## src/rtl/kmeans_centroid_update_k2_d5_if.sv

```systemverilog
// Sample/flush inputs and centroid result outputs of the k=2, d=5 centroid-update stage.
// master drives samples and flush; slave is the centroid-update block.
interface kmeans_centroid_update_k2_d5_if #(
   parameter int DATA_W = 16,
   parameter int ID_W   = 1,
   parameter int CNT_W  = 16
);
   logic              in_valid;
   logic [DATA_W-1:0] input_data0;
   logic [DATA_W-1:0] input_data1;
   logic [DATA_W-1:0] input_data2;
   logic [DATA_W-1:0] input_data3;
   logic [DATA_W-1:0] input_data4;
   logic [ID_W-1:0]   selected_centroid;
   logic              flush;
   logic              busy;
   logic              out_valid;
   logic [DATA_W-1:0] centroid0_d0;
   logic [DATA_W-1:0] centroid0_d1;
   logic [DATA_W-1:0] centroid0_d2;
   logic [DATA_W-1:0] centroid0_d3;
   logic [DATA_W-1:0] centroid0_d4;
   logic [DATA_W-1:0] centroid1_d0;
   logic [DATA_W-1:0] centroid1_d1;
   logic [DATA_W-1:0] centroid1_d2;
   logic [DATA_W-1:0] centroid1_d3;
   logic [DATA_W-1:0] centroid1_d4;
   logic [CNT_W-1:0]  count0;
   logic [CNT_W-1:0]  count1;
   logic              overflow;

   modport master (
      output in_valid, input_data0, input_data1, input_data2, input_data3, input_data4,
      output selected_centroid, flush,
      input  busy, out_valid,
      input  centroid0_d0, centroid0_d1, centroid0_d2, centroid0_d3, centroid0_d4,
      input  centroid1_d0, centroid1_d1, centroid1_d2, centroid1_d3, centroid1_d4,
      input  count0, count1, overflow
   );

   modport slave (
      input  in_valid, input_data0, input_data1, input_data2, input_data3, input_data4,
      input  selected_centroid, flush,
      output busy, out_valid,
      output centroid0_d0, centroid0_d1, centroid0_d2, centroid0_d3, centroid0_d4,
      output centroid1_d0, centroid1_d1, centroid1_d2, centroid1_d3, centroid1_d4,
      output count0, count1, overflow
   );
endinterface

```

## src/rtl/kmeans_centroid_update_k2_d5.sv

```systemverilog
// k-means (k=2, d=5) centroid update: per-centroid sums/counts, then a bit-serial divide on flush.
// Optional build macro KMEANS_ROUND_EN selects round-half-up division instead of truncation.
module kmeans_centroid_update_k2_d5 #(
   parameter int DATA_W = 16,
   parameter int ACC_W  = 32,
   parameter int CNT_W  = 16
) (
   input  logic                          clk,
   input  logic                          rst,
   kmeans_centroid_update_k2_d5_if.slave bus
);
   localparam int K    = 2;
   localparam int D    = 5;
   localparam int IT_W = $clog2(ACC_W + 1);
   localparam logic [IT_W-1:0]  LAST_IT = IT_W'(ACC_W);
   localparam logic [CNT_W-1:0] CNT_MAX = '1;
`ifdef KMEANS_ROUND_EN
   localparam bit ROUND = 1'b1;
`else
   localparam bit ROUND = 1'b0;
`endif

   typedef enum logic [1:0] {ACCUM, DIVIDE, DONE} state_t;
   state_t state, state_nxt;

   logic [DATA_W-1:0] sample   [D];
   logic [ACC_W-1:0]  acc      [K][D];
   logic [CNT_W-1:0]  cnt      [K];
   logic [DATA_W-1:0] cen      [K][D];
   logic [DATA_W-1:0] cen_new  [K][D];
   logic [DATA_W-1:0] cen_out  [K][D];
   logic [DATA_W-1:0] res      [K][D];
   logic [CNT_W-1:0]  cnt_held [K];
   logic              ovf_flag;

   logic              started;
   logic [IT_W-1:0]   iter;
   logic              div_k;
   logic [2:0]        div_d;
   logic              last_div;
   logic [ACC_W:0]    num;
   logic [CNT_W-1:0]  rem;
   logic [CNT_W-1:0]  dsr;
   logic [ACC_W-1:0]  dvd;
   logic [DATA_W-2:0] quo;
   logic [CNT_W:0]    trial;
   logic              ge;
   logic [DATA_W-1:0] q_next;

   // Numerator is one bit wider than the accumulator so the rounding bias cannot wrap.
   function automatic logic [ACC_W:0] numerator(input logic [ACC_W-1:0] a,
                                                input logic [CNT_W-1:0] c);
      logic [ACC_W:0] half;
      half = ROUND ? (ACC_W+1)'(c >> 1) : '0;
      return {1'b0, a} + half;
   endfunction

   always_comb begin
      sample[0] = bus.input_data0;
      sample[1] = bus.input_data1;
      sample[2] = bus.input_data2;
      sample[3] = bus.input_data3;
      sample[4] = bus.input_data4;
   end

   // ---- FSM ----
   always_ff @(posedge clk) begin
      if (rst) state <= ACCUM;
      else     state <= state_nxt;
   end

   always_comb begin
      state_nxt = state;
      case (state)
         ACCUM:   if (bus.flush) state_nxt = DIVIDE;
         DIVIDE:  if (started && iter == LAST_IT && last_div) state_nxt = DONE;
         DONE:    state_nxt = ACCUM;
         default: state_nxt = ACCUM;
      endcase
   end

   // ---- divide sequencing: one start slot, then 10 x (load + ACC_W iterations) ----
   assign last_div = div_k && (div_d == 3'd4);

   always_ff @(posedge clk) begin
      if (rst) begin
         started <= 1'b0;
         iter    <= '0;
         div_k   <= 1'b0;
         div_d   <= '0;
      end else if (state == DIVIDE) begin
         if (!started) begin
            started <= 1'b1;
         end else if (iter == LAST_IT) begin
            iter <= '0;
            if (div_d == 3'd4) begin
               div_d <= '0;
               div_k <= ~div_k;
            end else begin
               div_d <= div_d + 3'd1;
            end
         end else begin
            iter <= iter + IT_W'(1);
         end
      end else begin
         started <= 1'b0;
         iter    <= '0;
         div_k   <= 1'b0;
         div_d   <= '0;
      end
   end

   // ---- restoring divider datapath ----
   assign num    = numerator(acc[div_k][div_d], cnt[div_k]);
   assign trial  = {rem, dvd[ACC_W-1]};
   assign ge     = trial >= {1'b0, dsr};
   assign q_next = {quo, ge};

   always_ff @(posedge clk) begin
      if (state == DIVIDE && started) begin
         if (iter == '0) begin
            // The numerator MSB seeds the remainder; it can only be set when cnt >= 2.
            rem <= CNT_W'(num[ACC_W]);
            dvd <= num[ACC_W-1:0];
            quo <= '0;
            dsr <= cnt[div_k];
         end else begin
            rem <= ge ? CNT_W'(trial - {1'b0, dsr}) : trial[CNT_W-1:0];
            dvd <= {dvd[ACC_W-2:0], 1'b0};
            quo <= q_next[DATA_W-2:0];
            if (iter == LAST_IT) res[div_k][div_d] <= q_next;
         end
      end
   end

   // ---- accumulate / commit ----
   always_comb begin
      for (int k = 0; k < K; k++) begin
         for (int d = 0; d < D; d++) begin
            cen_new[k][d] = (cnt[k] == '0) ? cen[k][d] : res[k][d];
            cen_out[k][d] = (state == DONE) ? cen_new[k][d] : cen[k][d];
         end
      end
   end

   always_ff @(posedge clk) begin
      if (rst) begin
         for (int k = 0; k < K; k++) begin
            for (int d = 0; d < D; d++) begin
               acc[k][d] <= '0;
               cen[k][d] <= '0;
            end
            cnt[k]      <= '0;
            cnt_held[k] <= '0;
         end
         ovf_flag <= 1'b0;
      end else begin
         case (state)
            ACCUM: begin
               if (bus.in_valid) begin
                  if (cnt[bus.selected_centroid] != CNT_MAX) begin
                     for (int d = 0; d < D; d++)
                        acc[bus.selected_centroid][d] <= acc[bus.selected_centroid][d]
                                                         + ACC_W'(sample[d]);
                     cnt[bus.selected_centroid] <= cnt[bus.selected_centroid] + CNT_W'(1);
                  end else begin
                     ovf_flag <= 1'b1;
                  end
               end
            end
            DONE: begin
               for (int k = 0; k < K; k++) begin
                  for (int d = 0; d < D; d++) begin
                     cen[k][d] <= cen_new[k][d];
                     acc[k][d] <= '0;
                  end
                  cnt_held[k] <= cnt[k];
                  cnt[k]      <= '0;
               end
            end
            default: ;
         endcase
      end
   end

   // ---- outputs: DONE presents the fresh results while they are committed ----
   assign bus.busy         = (state != ACCUM);
   assign bus.out_valid    = (state == DONE);
   assign bus.overflow     = ovf_flag;
   assign bus.count0       = (state == DONE) ? cnt[0] : cnt_held[0];
   assign bus.count1       = (state == DONE) ? cnt[1] : cnt_held[1];
   assign bus.centroid0_d0 = cen_out[0][0];
   assign bus.centroid0_d1 = cen_out[0][1];
   assign bus.centroid0_d2 = cen_out[0][2];
   assign bus.centroid0_d3 = cen_out[0][3];
   assign bus.centroid0_d4 = cen_out[0][4];
   assign bus.centroid1_d0 = cen_out[1][0];
   assign bus.centroid1_d1 = cen_out[1][1];
   assign bus.centroid1_d2 = cen_out[1][2];
   assign bus.centroid1_d3 = cen_out[1][3];
   assign bus.centroid1_d4 = cen_out[1][4];
endmodule

```

## src/flat_wrapper.sv

```systemverilog
// flat-port wrapper written by rule: the top's interface ports become plain ports
module kmeans_centroid_update_k2_d5_flat 
#(
   parameter int DATA_W = 16,
   parameter int ACC_W  = 32,
   parameter int CNT_W  = 16
)
  (clk, rst, bus_in_valid, bus_input_data0, bus_input_data1, bus_input_data2, bus_input_data3, bus_input_data4, bus_selected_centroid, bus_flush, bus_busy, bus_out_valid, bus_centroid0_d0, bus_centroid0_d1, bus_centroid0_d2, bus_centroid0_d3, bus_centroid0_d4, bus_centroid1_d0, bus_centroid1_d1, bus_centroid1_d2, bus_centroid1_d3, bus_centroid1_d4, bus_count0, bus_count1, bus_overflow);
  kmeans_centroid_update_k2_d5_if #(.DATA_W(DATA_W), .ID_W(1), .CNT_W(CNT_W)) bus_i ();
  input  logic clk;
  input  logic rst;
  input wire logic [$bits(bus_i.in_valid)-1:0] bus_in_valid;
  input wire logic [$bits(bus_i.input_data0)-1:0] bus_input_data0;
  input wire logic [$bits(bus_i.input_data1)-1:0] bus_input_data1;
  input wire logic [$bits(bus_i.input_data2)-1:0] bus_input_data2;
  input wire logic [$bits(bus_i.input_data3)-1:0] bus_input_data3;
  input wire logic [$bits(bus_i.input_data4)-1:0] bus_input_data4;
  input wire logic [$bits(bus_i.selected_centroid)-1:0] bus_selected_centroid;
  input wire logic [$bits(bus_i.flush)-1:0] bus_flush;
  output wire logic [$bits(bus_i.busy)-1:0] bus_busy;
  output wire logic [$bits(bus_i.out_valid)-1:0] bus_out_valid;
  output wire logic [$bits(bus_i.centroid0_d0)-1:0] bus_centroid0_d0;
  output wire logic [$bits(bus_i.centroid0_d1)-1:0] bus_centroid0_d1;
  output wire logic [$bits(bus_i.centroid0_d2)-1:0] bus_centroid0_d2;
  output wire logic [$bits(bus_i.centroid0_d3)-1:0] bus_centroid0_d3;
  output wire logic [$bits(bus_i.centroid0_d4)-1:0] bus_centroid0_d4;
  output wire logic [$bits(bus_i.centroid1_d0)-1:0] bus_centroid1_d0;
  output wire logic [$bits(bus_i.centroid1_d1)-1:0] bus_centroid1_d1;
  output wire logic [$bits(bus_i.centroid1_d2)-1:0] bus_centroid1_d2;
  output wire logic [$bits(bus_i.centroid1_d3)-1:0] bus_centroid1_d3;
  output wire logic [$bits(bus_i.centroid1_d4)-1:0] bus_centroid1_d4;
  output wire logic [$bits(bus_i.count0)-1:0] bus_count0;
  output wire logic [$bits(bus_i.count1)-1:0] bus_count1;
  output wire logic [$bits(bus_i.overflow)-1:0] bus_overflow;
  assign bus_i.in_valid = bus_in_valid;
  assign bus_i.input_data0 = bus_input_data0;
  assign bus_i.input_data1 = bus_input_data1;
  assign bus_i.input_data2 = bus_input_data2;
  assign bus_i.input_data3 = bus_input_data3;
  assign bus_i.input_data4 = bus_input_data4;
  assign bus_i.selected_centroid = bus_selected_centroid;
  assign bus_i.flush = bus_flush;
  assign bus_busy = bus_i.busy;
  assign bus_out_valid = bus_i.out_valid;
  assign bus_centroid0_d0 = bus_i.centroid0_d0;
  assign bus_centroid0_d1 = bus_i.centroid0_d1;
  assign bus_centroid0_d2 = bus_i.centroid0_d2;
  assign bus_centroid0_d3 = bus_i.centroid0_d3;
  assign bus_centroid0_d4 = bus_i.centroid0_d4;
  assign bus_centroid1_d0 = bus_i.centroid1_d0;
  assign bus_centroid1_d1 = bus_i.centroid1_d1;
  assign bus_centroid1_d2 = bus_i.centroid1_d2;
  assign bus_centroid1_d3 = bus_i.centroid1_d3;
  assign bus_centroid1_d4 = bus_i.centroid1_d4;
  assign bus_count0 = bus_i.count0;
  assign bus_count1 = bus_i.count1;
  assign bus_overflow = bus_i.overflow;
  kmeans_centroid_update_k2_d5 #(.DATA_W(DATA_W), .ACC_W(ACC_W), .CNT_W(CNT_W)) u_core (.clk(clk), .rst(rst), .bus(bus_i));
endmodule
```

## config.mk

```make
export PLATFORM = sky130hd
export DESIGN_NAME = kmeans_centroid_update_k2_d5_flat
export DESIGN_NICKNAME = d
export VERILOG_FILES = /design/src/rtl/kmeans_centroid_update_k2_d5_if.sv /design/src/rtl/kmeans_centroid_update_k2_d5.sv /design/src/flat_wrapper.sv
export SDC_FILE = /design/constraint.sdc
export NUM_CORES = 2
export LEC_CHECK = 0
export ABC_AREA = 1
export CAP_MARGIN = 5
export CORE_MARGIN = 8
export CORE_UTILIZATION = 40
export CTS_CLUSTER_DIAMETER = 40
export DETAILED_ROUTE_END_ITERATION = 16
export GPL_ROUTABILITY_DRIVEN = 0
export HOLD_SLACK_MARGIN = 0.05
export PLACE_DENSITY = 0.68
export SLEW_MARGIN = 5
export SYNTH_ARGS = -nofsm -noshare
export SYNTH_HDL_FRONTEND = slang
export SYNTH_SLANG_ARGS = --single-unit
```

## constraint.sdc

```tcl
create_clock -name clk -period 9.1 [get_ports clk]
set_input_delay 1.365 -clock clk [delete_from_list [all_inputs] [get_ports clk]]
set_output_delay 1.365 -clock clk [all_outputs]
set_load 0.02 [all_outputs]
```

# Word-level counts from Yosys, hierarchy flattened
# Memory sizes are Yosys's and may differ from the RTL's. A register that Yosys moved wholly into a read port is not among the register bits.
# Index checks and enable logic that the tools add are counted.
# totals
ff_bits,77
ram_bits,704
inputBits,85
output_inout_bits,195
word_cells,161
memories,5
# mem_list
name,depth,width,read_ports,rd_clocked_by_memory_dff,wr,line,rtl
u_core.acc,2,160,2,1,2,kmeans_centroid_update_k2_d5.sv:27,logic [ACC_W-1:0] acc [K][D];
u_core.cen,2,80,2,0,2,kmeans_centroid_update_k2_d5.sv:29,logic [DATA_W-1:0] cen [K][D];
u_core.res,2,80,2,0,1,kmeans_centroid_update_k2_d5.sv:32,logic [DATA_W-1:0] res [K][D];
u_core.cnt,2,16,4,1,2,kmeans_centroid_update_k2_d5.sv:28,logic [CNT_W-1:0] cnt [K];
u_core.cnt_held,2,16,2,0,2,kmeans_centroid_update_k2_d5.sv:33,logic [CNT_W-1:0] cnt_held [K];
# op_classes
addsub,9
order_cmp,3
n_eq_ne,7
n_mux,81
n_bitwise,28
reduce_logical,18
# ops
op,count
2-to-1 mux 16 bit,39
2-to-1 mux 32 bit,13
adder 32 x 16 -> 32 bit,5
2-to-1 mux 160 bit,1
OR reduction 160 bit,1
binary-select mux 32 bit (select 3 bit),1
2-to-1 mux 80 bit,1
demux 16 bit (select 3 bit),1
logical NOT 16 bit,2
bitwise OR 1 bit,24
2-to-1 mux 1 bit,19
>= comparator 17 x 16 -> 1 bit,1
"adder 16 x 1 -> 16 bit, second input constant",1
"inequality test 16 bit, second input constant",1
OR reduction 16 bit,1
subtractor 16 bit,1
"adder 6 x 1 -> 6 bit, second input constant",1
"equality test 6 bit, second input constant",1
logical NOT 6 bit,1
2-to-1 mux 6 bit,1
AND reduction 2 bit,3
AND reduction 3 bit,2
logical AND 1 bit,5
2-to-1 mux 5 bit,1
16 further kinds,19

# Logic depth before layout (Yosys ltp)
# An unclocked memory read counts as a cell.
# logic_depth
ltp_word,9
mapped_depth,23
ltp_nobuf,17

# Least setup slack after synthesis
# No wires, ideal clock.
# synth_timing
kind,input to register
from,input bus_selected_centroid
to,"memory u_core.acc[0][0] in the netlist's numbering, enable pin"
setup_ps,1435
arrival_time_ps,6123
t_required_ps,7665
setup_slack_ps,1542
cell_stages,13
path_buffers,6
cell_sequence,buf_6 buf_6 buf_8 buf_6 o21ai_1 ha_1 nand3_1 nor2_2 nand4_2 nand3_2 buf_2 buf_4 nand3_1
# synth_lines
item,line,rtl
start: declaration,flat_wrapper.sv:18,input wire logic [$bits(bus_i.selected_centroid)-1:0] bus_selected_centroid;
end: declaration,kmeans_centroid_update_k2_d5.sv:27,

==> results.json <==
{
  "rsz0062_at_grt": "no",
  "outcome": "finished clean",
  "slew_violations": 0,
  "synth_area_um2": 46000,
  "worstMarginPinSlew_ns": 1.30,
  "postCtsSetupRepairBufs": 0,
  "hold_ws_ns": 0.524,
  "drtIter0Drc": 3921,
  "ant_nets": 0,
  "fin_cells": 7360,
  "grt_pass1_vias": 36058,
  "path_class": "in2reg",
  "place.port_buffers": 279,
  "r2r_slack_ns": 3.97,
  "r2r-end": "u_core.acc[1][33]",
  "track_usage": 0.205,
  "crit_start": "bus_selected_centroid",
  "drtPass1Iterations": 6,
  "rr_worst_depth": 12,
  "ys.flop_type": "edfxtp_1",
  "drc": 0,
  "synthArstFlopShare": 0,
  "htreeDepth": 3,
  "vias": 38558,
  "ir_drop_uv": 145,
  "synth-seq-cells": 798,
  "viasPerCell": 5.24,
  "io_pins": 280,
  "relSlewSlack": 0.130,
  "required_ns": 9.40,
  "area_growth_syn_to_layout_pct": 17.6,
  "syn-instance-count": 5554,
  "seq_power_share": 0.423,
  "syn_avg_cell_area_um2": 8.28,
  "ys_warn_count": 0,
  "core_um2": 114000,
  "crit_slowest_cell": "buf_4",
  "cts_resized": 0,
  "dp_hpwl_mm": 92.4,
  "antenna_found_initial": 2,
  "power.share.combinational": 0.115,
  "setup_viol": 0,
  "drt-wirelength-per-cell_um": 18.4,
  "critical_path_arrival_ns": 6.55,
  "die_height_um": 355,
  "grt_max_degree": 229,
  "yosysSeqAreaShare": 0.518,
  "hp-class": "reg2reg",
  "p_int_mw": 7.43,
  "setup_tns_ns": 0,
  "crit_path_end": "u_core.acc[1][33]",
  "p_per_area_nw_per_um2": 186,
  "cp_max_fo": 116,
  "synth_edf_count": 783,
  "final_cell_mix": "1546 x nand2_1, 830 x nor2_1, 783 x edfxtp_1",
  "max_stage_delay_ns": 0.93,
  "final_nets": 5940,
  "placedCellCount": 7145,
  "cp-start-kind": "input port",
  "worst_setup_path_end_kind": "register",
  "clock_latency_ns": 0.73,
  "wirelength_mm": 136,
  "row_count": 124,
  "drive_gt1_frac": 0.0590,
  "clkPwrFrac": 0.462,
  "drv_cap": 0,
  "post-route-period-util": 0.686,
  "leakagePower_nw": 23.8,
  "ctsLongestPathBuffers": 3,
  "cts.clk_slew.worst_paths_ns": 0.06,
  "finalPower_mw": 10.1,
  "fp.dieW_um": 355,
  "ys_types": 40,
  "cts_num_sinks": 798,
  "hold_viol_final": 0,
  "skew_ns": 0.0721,
  "start_util": 0.403,
  "numCtsBuffers": 113,
  "r2r_start": "u_core.cnt[0][0]",
  "period_needed_ns": 6.25,
  "path_cells": "clkbuf_8 > inv_2 > nand2_1 > nand2_1 > nand2_1 > nor2_1 > nand4_2 > nand3_4 > and2_2 > buf_4 > nand2_4 > buf_4 > buf_4",
  "grt-ovfl-total": 0,
  "cts_root_buf": "clkbuf_16",
  "die_area_um2": 126000,
  "fmax_mhz": 160,
  "cts_hold_buf": 0,
  "cts_tree": "done",
  "syn-num-nets": 5746,
  "p_sw_frac": 0.262,
  "grt_first_pass_wirelength_mm": 207,
  "p_switching_mw": 2.64,
  "final_common_cell": "nand2_1"
}
[power by group through the flow]
stage / clock, mW / sequential [mW] / combinational [mW]
floorplan: 0 / 4.33 / 0.762
global placement: 0 / 4.33 / 1.13
detailed placement: 0 / 4.34 / 1.15
CTS: 4.72 / 4.26 / 1.15
global route: 4.86 / 4.28 / 1.29
finish: 4.65 / 4.26 / 1.16
[Yosys cell counts, types with 21 or more instances]
| cell type | count | share of area |
|---|---|---|
| nand3_1 | 228 | 0.025 |
| nand4_1 | 41 | 0.0056 |
| nor2_1 | 835 | 0.068 |
| nand2_1 | 1551 | 0.13 |
| edfxtp_1 | 783 | 0.51 |
| mux2i_1 | 160 | 0.035 |
| buf_2 | 35 | 0.0038 |
| clkbuf_1 | 161 | 0.013 |
| a22oi_1 | 31 | 0.0051 |
| o21ai_0 | 541 | 0.059 |
| nor2_2 | 23 | 0.0031 |
| ha_1 | 101 | 0.027 |
| xor2_1 | 21 | 0.0040 |
| xnor2_1 | 25 | 0.0048 |
| nor3_1 | 22 | 0.0024 |
| inv_1 | 574 | 0.047 |
| a21oi_1 | 215 | 0.023 |
| nand3b_1 | 21 | 0.0034 |
| or2_2 | 34 | 0.0046 |
[flip-flops by register name, summed over array words and instances (netlist names), named ones only]
register / count
u_core.bus.overflow: 1
u_core.cen: 160
u_core.cnt: 32
u_core.dvd: 32
u_core.div_d: 3
u_core.iter: 6
u_core.res: 160
u_core.rem: 16
u_core.acc: 320
u_core.quo: 15
u_core.div_k: 1
u_core.state: 2
u_core.dsr: 16
u_core.started: 1
u_core.cnt_held: 32
[cell families after synthesis]
kind of cell             synth area share
AO/OA/AOI/OAI                      0.0924
flip-flops                          0.518
adder cells (fa/ha/maj)            0.0301
AND/OR/NAND/NOR                     0.244
XOR/XNOR                          0.00876
multiplexers                       0.0348
buffers and inverters              0.0720
[worst max-delay path, delay by kind of cell]
family / cells / cell delay (ns)
and+or+nand+nor: 8 / 1.95
buffers and inverters: 5 / 2.98
[metal layers]
layer	routed length [um]	track usage	vias to the layer above
met4	3990	0.0637	0
li1	-	-	18756
met2	64400	0.344	1496
met1	57000	0.276	18102
met5	0	0	-
met3	10100	0.0285	204
[stage by stage]
| step | setup slack (ns) | cell area [um2] | util |
|---|---|---|---|
| after floorplan | 1.54 | 46000 | - |
| after global placement | 2.23 | 50000 | 0.438 |
| after detailed placement | 2.20 | 50000 | 0.438 |
| after CTS | 2.94 | 54100 | 0.474 |
| after global routing | 2.55 | 54100 | 0.474 |
| final | 2.85 | 54100 | 0.474 |
[worst min-delay path by stage]
stage / slack, ns / cells after the start / to / start
floorplan: 0.49 / 2 / u_core.iter[2] / u_core.iter[2]
CTS: 0.53 / 2 / u_core.iter[2] / u_core.iter[2]
detailed placement: 0.52 / 2 / u_core.dvd[18] / u_core.dvd[17]
finish: 0.52 / 2 / u_core.iter[2] / u_core.iter[2]
global route: 0.55 / 2 / u_core.dvd[18] / u_core.dvd[17]
global placement: 0.50 / 2 / u_core.dvd[16] / u_core.dvd[15]
[layout make-up]
class	instances	area (um2)
Fill cell	10758	60100
Sequential cell	798	23800
Multi-Input combinational cell	3929	19000
Timing Repair Buffer	323	3150
Clock buffer	123	2870
Inverter	583	2210
Tap cell	1512	1890
Clock inverter	90	1210
Antenna cell	2	5.00
(Power assumes the default switching activity.)
